File: src/rtl/fpu_half_issue_ctrl.sv
// Half-precision FPU issue/writeback control: routes ops to the pipe or the
// iterative unit, blocks RAW/WAW on an rd scoreboard, and arbitrates the single
// writeback port. The pipe always wins writeback; the iterative result waits.
// Ports: CLK, rst (sync, high); req_* handshake; pipe_issue/pipe_op;
//   iter_start/iter_sqrt/iter_done; wb_valid/wb_rd/wb_sel.
// FPU_ISSUE_PERF_EN adds perf_issue_cnt/perf_stall_cnt.
package fpu_half_pkg;
  typedef enum logic [3:0] {
    FPU_HALF_ADD,
    FPU_HALF_SUB,
    FPU_HALF_MUL,
    FPU_HALF_DIV,
    FPU_HALF_SQRT,
    FPU_HALF_MADD,
    FPU_HALF_MSUB,
    FPU_HALF_NMADD,
    FPU_HALF_NMSUB,
    FPU_HALF_MIN,
    FPU_HALF_MAX,
    FPU_HALF_CMP,
    FPU_HALF_CVT
  } fpu_operation_t;
endpackage

module fpu_half_issue_ctrl
  import fpu_half_pkg::*;
#(
  parameter int PIPE_LAT = 3,
  parameter int REG_W    = 5
) (
  input  logic                               CLK,
  input  logic                               rst,
  input  logic                               req_valid,
  output logic                               req_ready,
  input  logic [$bits(fpu_operation_t)-1:0]  req_op,
  input  logic [REG_W-1:0]                   req_rd,
  input  logic [REG_W-1:0]                   req_rs1,
  input  logic [REG_W-1:0]                   req_rs2,
  input  logic [REG_W-1:0]                   req_rs3,
  output logic                               pipe_issue,
  output logic [$bits(fpu_operation_t)-1:0]  pipe_op,
  output logic                               iter_start,
  output logic                               iter_sqrt,
  input  logic                               iter_done,
  output logic                               wb_valid,
  output logic [REG_W-1:0]                   wb_rd,
  output logic                               wb_sel
`ifdef FPU_ISSUE_PERF_EN
  ,
  output logic [31:0]                        perf_issue_cnt,
  output logic [31:0]                        perf_stall_cnt
`endif
);

  typedef enum logic [1:0] {
    IDLE,
    BUSY,
    DONE_WAIT
  } state_t;

  state_t              state, state_nx;
  fpu_operation_t      op;
  logic [PIPE_LAT-1:0] pv;
  logic [REG_W-1:0]    prd [PIPE_LAT];
  logic [REG_W-1:0]    iter_rd;
  logic                is_iter;
  logic                is_fma;
  logic                hazard;
  logic                acc;
  logic                tail_v;

  // x0 never matches: a zero candidate is excluded up front.
  function automatic logic clash(
    input logic [REG_W-1:0] c,
    input logic [REG_W-1:0] rd,
    input logic [REG_W-1:0] rs1,
    input logic [REG_W-1:0] rs2,
    input logic [REG_W-1:0] rs3,
    input logic             fma
  );
    return (c != '0) &&
           (c == rd || c == rs1 || c == rs2 ||
            (fma && c == rs3));
  endfunction

  assign op      = fpu_operation_t'(req_op);
  assign is_iter = (op == FPU_HALF_DIV) ||
                   (op == FPU_HALF_SQRT);
  assign is_fma  = (op == FPU_HALF_MADD) ||
                   (op == FPU_HALF_MSUB) ||
                   (op == FPU_HALF_NMADD) ||
                   (op == FPU_HALF_NMSUB);
  assign tail_v  = pv[PIPE_LAT-1];

  // Tail counts as in flight even while it writes back.
  always_comb begin
    hazard = 1'b0;
    for (int i = 0; i < PIPE_LAT; i++) begin
      if (pv[i] && clash(prd[i], req_rd, req_rs1,
                         req_rs2, req_rs3, is_fma))
        hazard = 1'b1;
    end
    if (state != IDLE &&
        clash(iter_rd, req_rd, req_rs1,
              req_rs2, req_rs3, is_fma))
      hazard = 1'b1;
  end

  // DONE_WAIT holds off pipe issue so the iterative
  // result drains within PIPE_LAT cycles.
  always_comb begin
    if (is_iter)
      req_ready = !hazard && (state == IDLE);
    else
      req_ready = !hazard && (state != DONE_WAIT);
  end

  assign acc        = req_valid && req_ready;
  assign pipe_issue = acc && !is_iter;
  assign pipe_op    = req_op;
  assign iter_start = acc && is_iter;
  assign iter_sqrt  = iter_start &&
                      (op == FPU_HALF_SQRT);

  always_comb begin
    state_nx = state;
    unique case (state)
      IDLE:      if (iter_start) state_nx = BUSY;
      BUSY:      if (iter_done)  state_nx = DONE_WAIT;
      DONE_WAIT: if (!tail_v)    state_nx = IDLE;
      default:   state_nx = IDLE;
    endcase
  end

  always_ff @(posedge CLK) begin
    if (rst) begin
      pv      <= '0;
      state   <= IDLE;
      iter_rd <= '0;
    end else begin
      pv[0] <= pipe_issue;
      for (int i = 1; i < PIPE_LAT; i++)
        pv[i] <= pv[i-1];
      state <= state_nx;
      if (iter_start)
        iter_rd <= req_rd;
    end
  end

  always_ff @(posedge CLK) begin
    prd[0] <= req_rd;
    for (int i = 1; i < PIPE_LAT; i++)
      prd[i] <= prd[i-1];
  end

  always_comb begin
    wb_valid = 1'b0;
    wb_sel   = 1'b0;
    wb_rd    = '0;
    if (tail_v) begin
      wb_valid = 1'b1;
      wb_rd    = prd[PIPE_LAT-1];
    end else if (state == DONE_WAIT) begin
      wb_valid = 1'b1;
      wb_sel   = 1'b1;
      wb_rd    = iter_rd;
    end
  end

`ifdef FPU_ISSUE_PERF_EN
  always_ff @(posedge CLK) begin
    if (rst) begin
      perf_issue_cnt <= '0;
      perf_stall_cnt <= '0;
    end else begin
      if (acc)
        perf_issue_cnt <= perf_issue_cnt + 32'd1;
      if (req_valid && !req_ready)
        perf_stall_cnt <= perf_stall_cnt + 32'd1;
    end
  end
`endif

endmodule

File: config.mk
export PLATFORM = sky130hd
export DESIGN_NAME = fpu_half_issue_ctrl
export DESIGN_NICKNAME = d
export VERILOG_FILES = /design/src/rtl/fpu_half_issue_ctrl.sv
export SDC_FILE = /design/constraint.sdc
export NUM_CORES = 1
export LEC_CHECK = 0
export CORE_ASPECT_RATIO = 1.2
export CORE_MARGIN = 4
export CORE_UTILIZATION = 25
export DETAILED_ROUTE_END_ITERATION = 12
export HOLD_SLACK_MARGIN = 0.08
export PLACE_DENSITY = 0.44
export SLEW_MARGIN = 20
export SYNTH_ARGS = -nofsm -noshare
export SYNTH_HDL_FRONTEND = slang
export SYNTH_SLANG_ARGS = --single-unit
File: constraint.sdc
create_clock -name CLK -period 4.46 [get_ports CLK]
set_input_delay 0.669 -clock CLK [delete_from_list [all_inputs] [get_ports CLK]]
set_output_delay 0.669 -clock CLK [all_outputs]
set_load 0.1 [all_outputs]
==> impl_results.md <==
- Seq/Total Area, Yosys: 25.4%
- Area delta synth->final: 21.4%
- Crit share post-route: 84.0%
- Post-cts resize count: 0
- Largest stage delay, worst path: 0.67 ns
- WP buf/inv: 2
- H-tree levels: 1
- Core Box Area: 0.00766 sq mm
- Synth unique cells: 32
- Setup CP Type: input pin to output port
- TritonCTS clock tree: done
- Reg power frac: 45.8%
- Hold violation count in the final report: 0
- Number of global-route vias before repair: 1,575
- Total Negative Setup Slacks: 0 ns
- Fraction of registers with async set/reset: 0%
- Largest net degree at the start of global routing: 16
- Slew headroom: 35.1%
- Starting density of the core: 25.7%
- Total gr overflow: 0
- WL final: 5890 microns
- Yosys top cell by area: dfxtp_1
- DRC errors left: 0
- Detailed-placement wirelength estimate: 4480 microns
- Hold Crit Start: pv[1]$_SDFF_PP0_
- IO buf count: 42
- # setup viols final: 0
- Hold WC Path Type: register to register
- Status: complete, no violations
- CP arrival: 3.08 ns
- Slowest-stage cell, CP: clkdlybuf4s50_1
- Post-synth EDFFs: 0
- Die area: 0.00938 sq mm
- Synth Area in Simple Gates: 21.9%
- Die extent in x: 89.1 microns
- Final min period: 3.75 ns
- Clock Power Share: 24.3%
- Int Pwr: 370 uW
- Slew @ Worst Pin: 0.971 ns
- Worst-skew pair later-pin latency: 0.27 ns
- Commonest non-fill, non-tap cell in the layout: xor2_1
- Crit. Startpoint: req_rd[1]
- Synthesized-area fraction occupied by adder cells: 0%
- Clock root cell: clkbuf_8
- Antenna viol nets, final: 0
- Vias: 1,586
- Die span in y: 105 microns
- Total power: 567 uW
- Worst hold slack: 0.492 ns
- Total CTS buffers: 3
- First-pass GRT wire length: 9130 microns
- RSZ-0062 raised after global routing: false
- Clock skew: 0.00571 ns
- Synthesized-area fraction occupied by xor and xnor cells: 35.5%
- Maximum clock rate: 267 MHz
- Worst setup EP type: output port
- 1st-pass router iterations: 4
- Iteration-0 DRC count of the detailed router: 68
- Gpl congestion: 0.825
- Pleak: 0.917 nW
- Top FF cell, synth: dfxtp_1
- NumNets Final: 278
- Ports: 43
- CTS clk-pin slew, worst paths: 0.09 ns
- Tot GR Track Use: 12.9%
- Synth Area in Compound Gates: 6.22%
- Avg Vias per Cell: 4.65
- Ys Warns: 0
- Post-Syn Instances: 234
- Post-synth top area share: 25.4%
- Slew Viols, Final: 0
- Postcts setup bufs: 0
- Largest family of logic cells by synthesized area: XOR/XNOR gates
- Routed len/inst: 17.3 microns
- Maximum root-to-sink buffer count: 2
- PwrDens: 237 mW/mm^2
- Synthesized area per cell: 8.43 sq um
- Most frequent cells in the layout: xor2_1, clkdlybuf4s50_1, dfxtp_1
- Logic gate share of total power: 29.9%
- Family with the most delay on the worst path: buffers and inverters
- Sw Ratio: 34.8%
- Crit-path max FO: 6
- Floorplan row count: 35
- Required @ worst endpoint: 3.79 ns
- Post-synth net total: 262
- Cell Area, Synth: 0.00197 sq mm
- CTS Hold Bufs: 0
- Number of antenna repair diodes: 0
- CP startpoint kind: input pin
- Seq cells post-synth: 25
- FILL cells: 804
- Crit path cell chain: clkdlybuf4s50_1 -> xor2_1 -> nor3_1 -> a22oi_1 -> a31oi_1 -> a311oi_2 -> nand3_1 -> nor4_2 -> buf_12
- Clk sink count: 25
- Main area contributors after synthesis: dfxtp_1, xor2_1, xnor2_1
- Antenna violations before repair: 0
- VDD IR max: 0.102 mV
- P_sw: 198 uW
- Launch point of the worst reg-to-reg path: prd[0][3]$_DFF_P_
- Mux share of post-synthesis cell area: 2.54%
- Share of cells above drive strength 1: 5.22%
- MaxCap Viol Count: 0
-- cells in the mapped netlist (all sizes together) (5+ instances only) --
cell type,number
nand4,7
nor2,10
nand2,5
xnor2,24
clkbuf,11
nor3,19
nand2b,14
mux2i,5
buf,20
dfxtp,25
nand3,9
a22o,5
xor2,56
-- metrics by stage --
step	utilization, %	instance area (sq um)	instances	setup WS, ns
2_1_floorplan	-	1970	234	0.336
3_3_place_gp	30.6	2350	337	0.738
3_5_place_dp	30.6	2350	337	0.717
4_1_cts	31.2	2390	341	0.714
5_1_grt	31.2	2390	341	0.585
6_report	31.2	2390	341	0.712
-- cell families after synthesis --
family	after synthesis
AO/OA/AOI/OAI	17
AND/OR/NAND/NOR	75
multiplexers	5
flip-flops	25
XOR/XNOR	80
buffers and inverters	32
-- area by class of cell --
class,count,area [sq um],share of cell area (%)
clock buffers,3,41.3,1.73
clock inverters,1,5.00,0.209
inverters,1,3.75,0.157
multi-input cells,177,1310,54.5
flip-flops and latches,25,500,20.9
well taps,92,115,4.81
repair buffers,42,423,17.7
-- worst reg2reg max path, delay by kind of cell, from the launching register on --
kind            cells  cell delay, ns
simple gates        2            0.30
mux                 1            0.18
xor+xnor            1            0.18
flops               1            0.55
compound gates      3            0.81
-- worst paths after layout --
path	slack, ns	depth (start not counted)	endpoint
min reg2reg	0.49	1	pv[2]$_SDFF_PP0_
max reg2reg	2.33	7	iter_rd[4]$_SDFFE_PP0P_
max	0.71	9	iter_sqrt
min	0.49	1	pv[2]$_SDFF_PP0_
-- sequential cells by signal, indices dropped and copies added, names as in the netlist --
name and count:
iter_rd 5, prd 15, pv 3, state 2
-- per-layer routing --
layer	up-vias	track usage (%)	part of all wire (%)
met2	44	20.4	47
met1	743	17.5	46
li1	793	-	-
met5	-	0	0
met3	6	1.88	5.9
met4	0	4.47	1.6
-- power groups by stage --
| stage | logic (mW) | registers (mW) | clock network [mW] |
|---|---|---|---|
| 6_report | 0.169 | 0.260 | 0.138 |
| 5_1_grt | 0.183 | 0.262 | 0.150 |
| 4_1_cts | 0.170 | 0.260 | 0.140 |
| 3_5_place_dp | 0.170 | 0.265 | 0 |
| 3_3_place_gp | 0.170 | 0.266 | 0 |
| 2_1_floorplan | 0.136 | 0.241 | 0 |
Note: power is estimated with default switching activity, not from simulation.
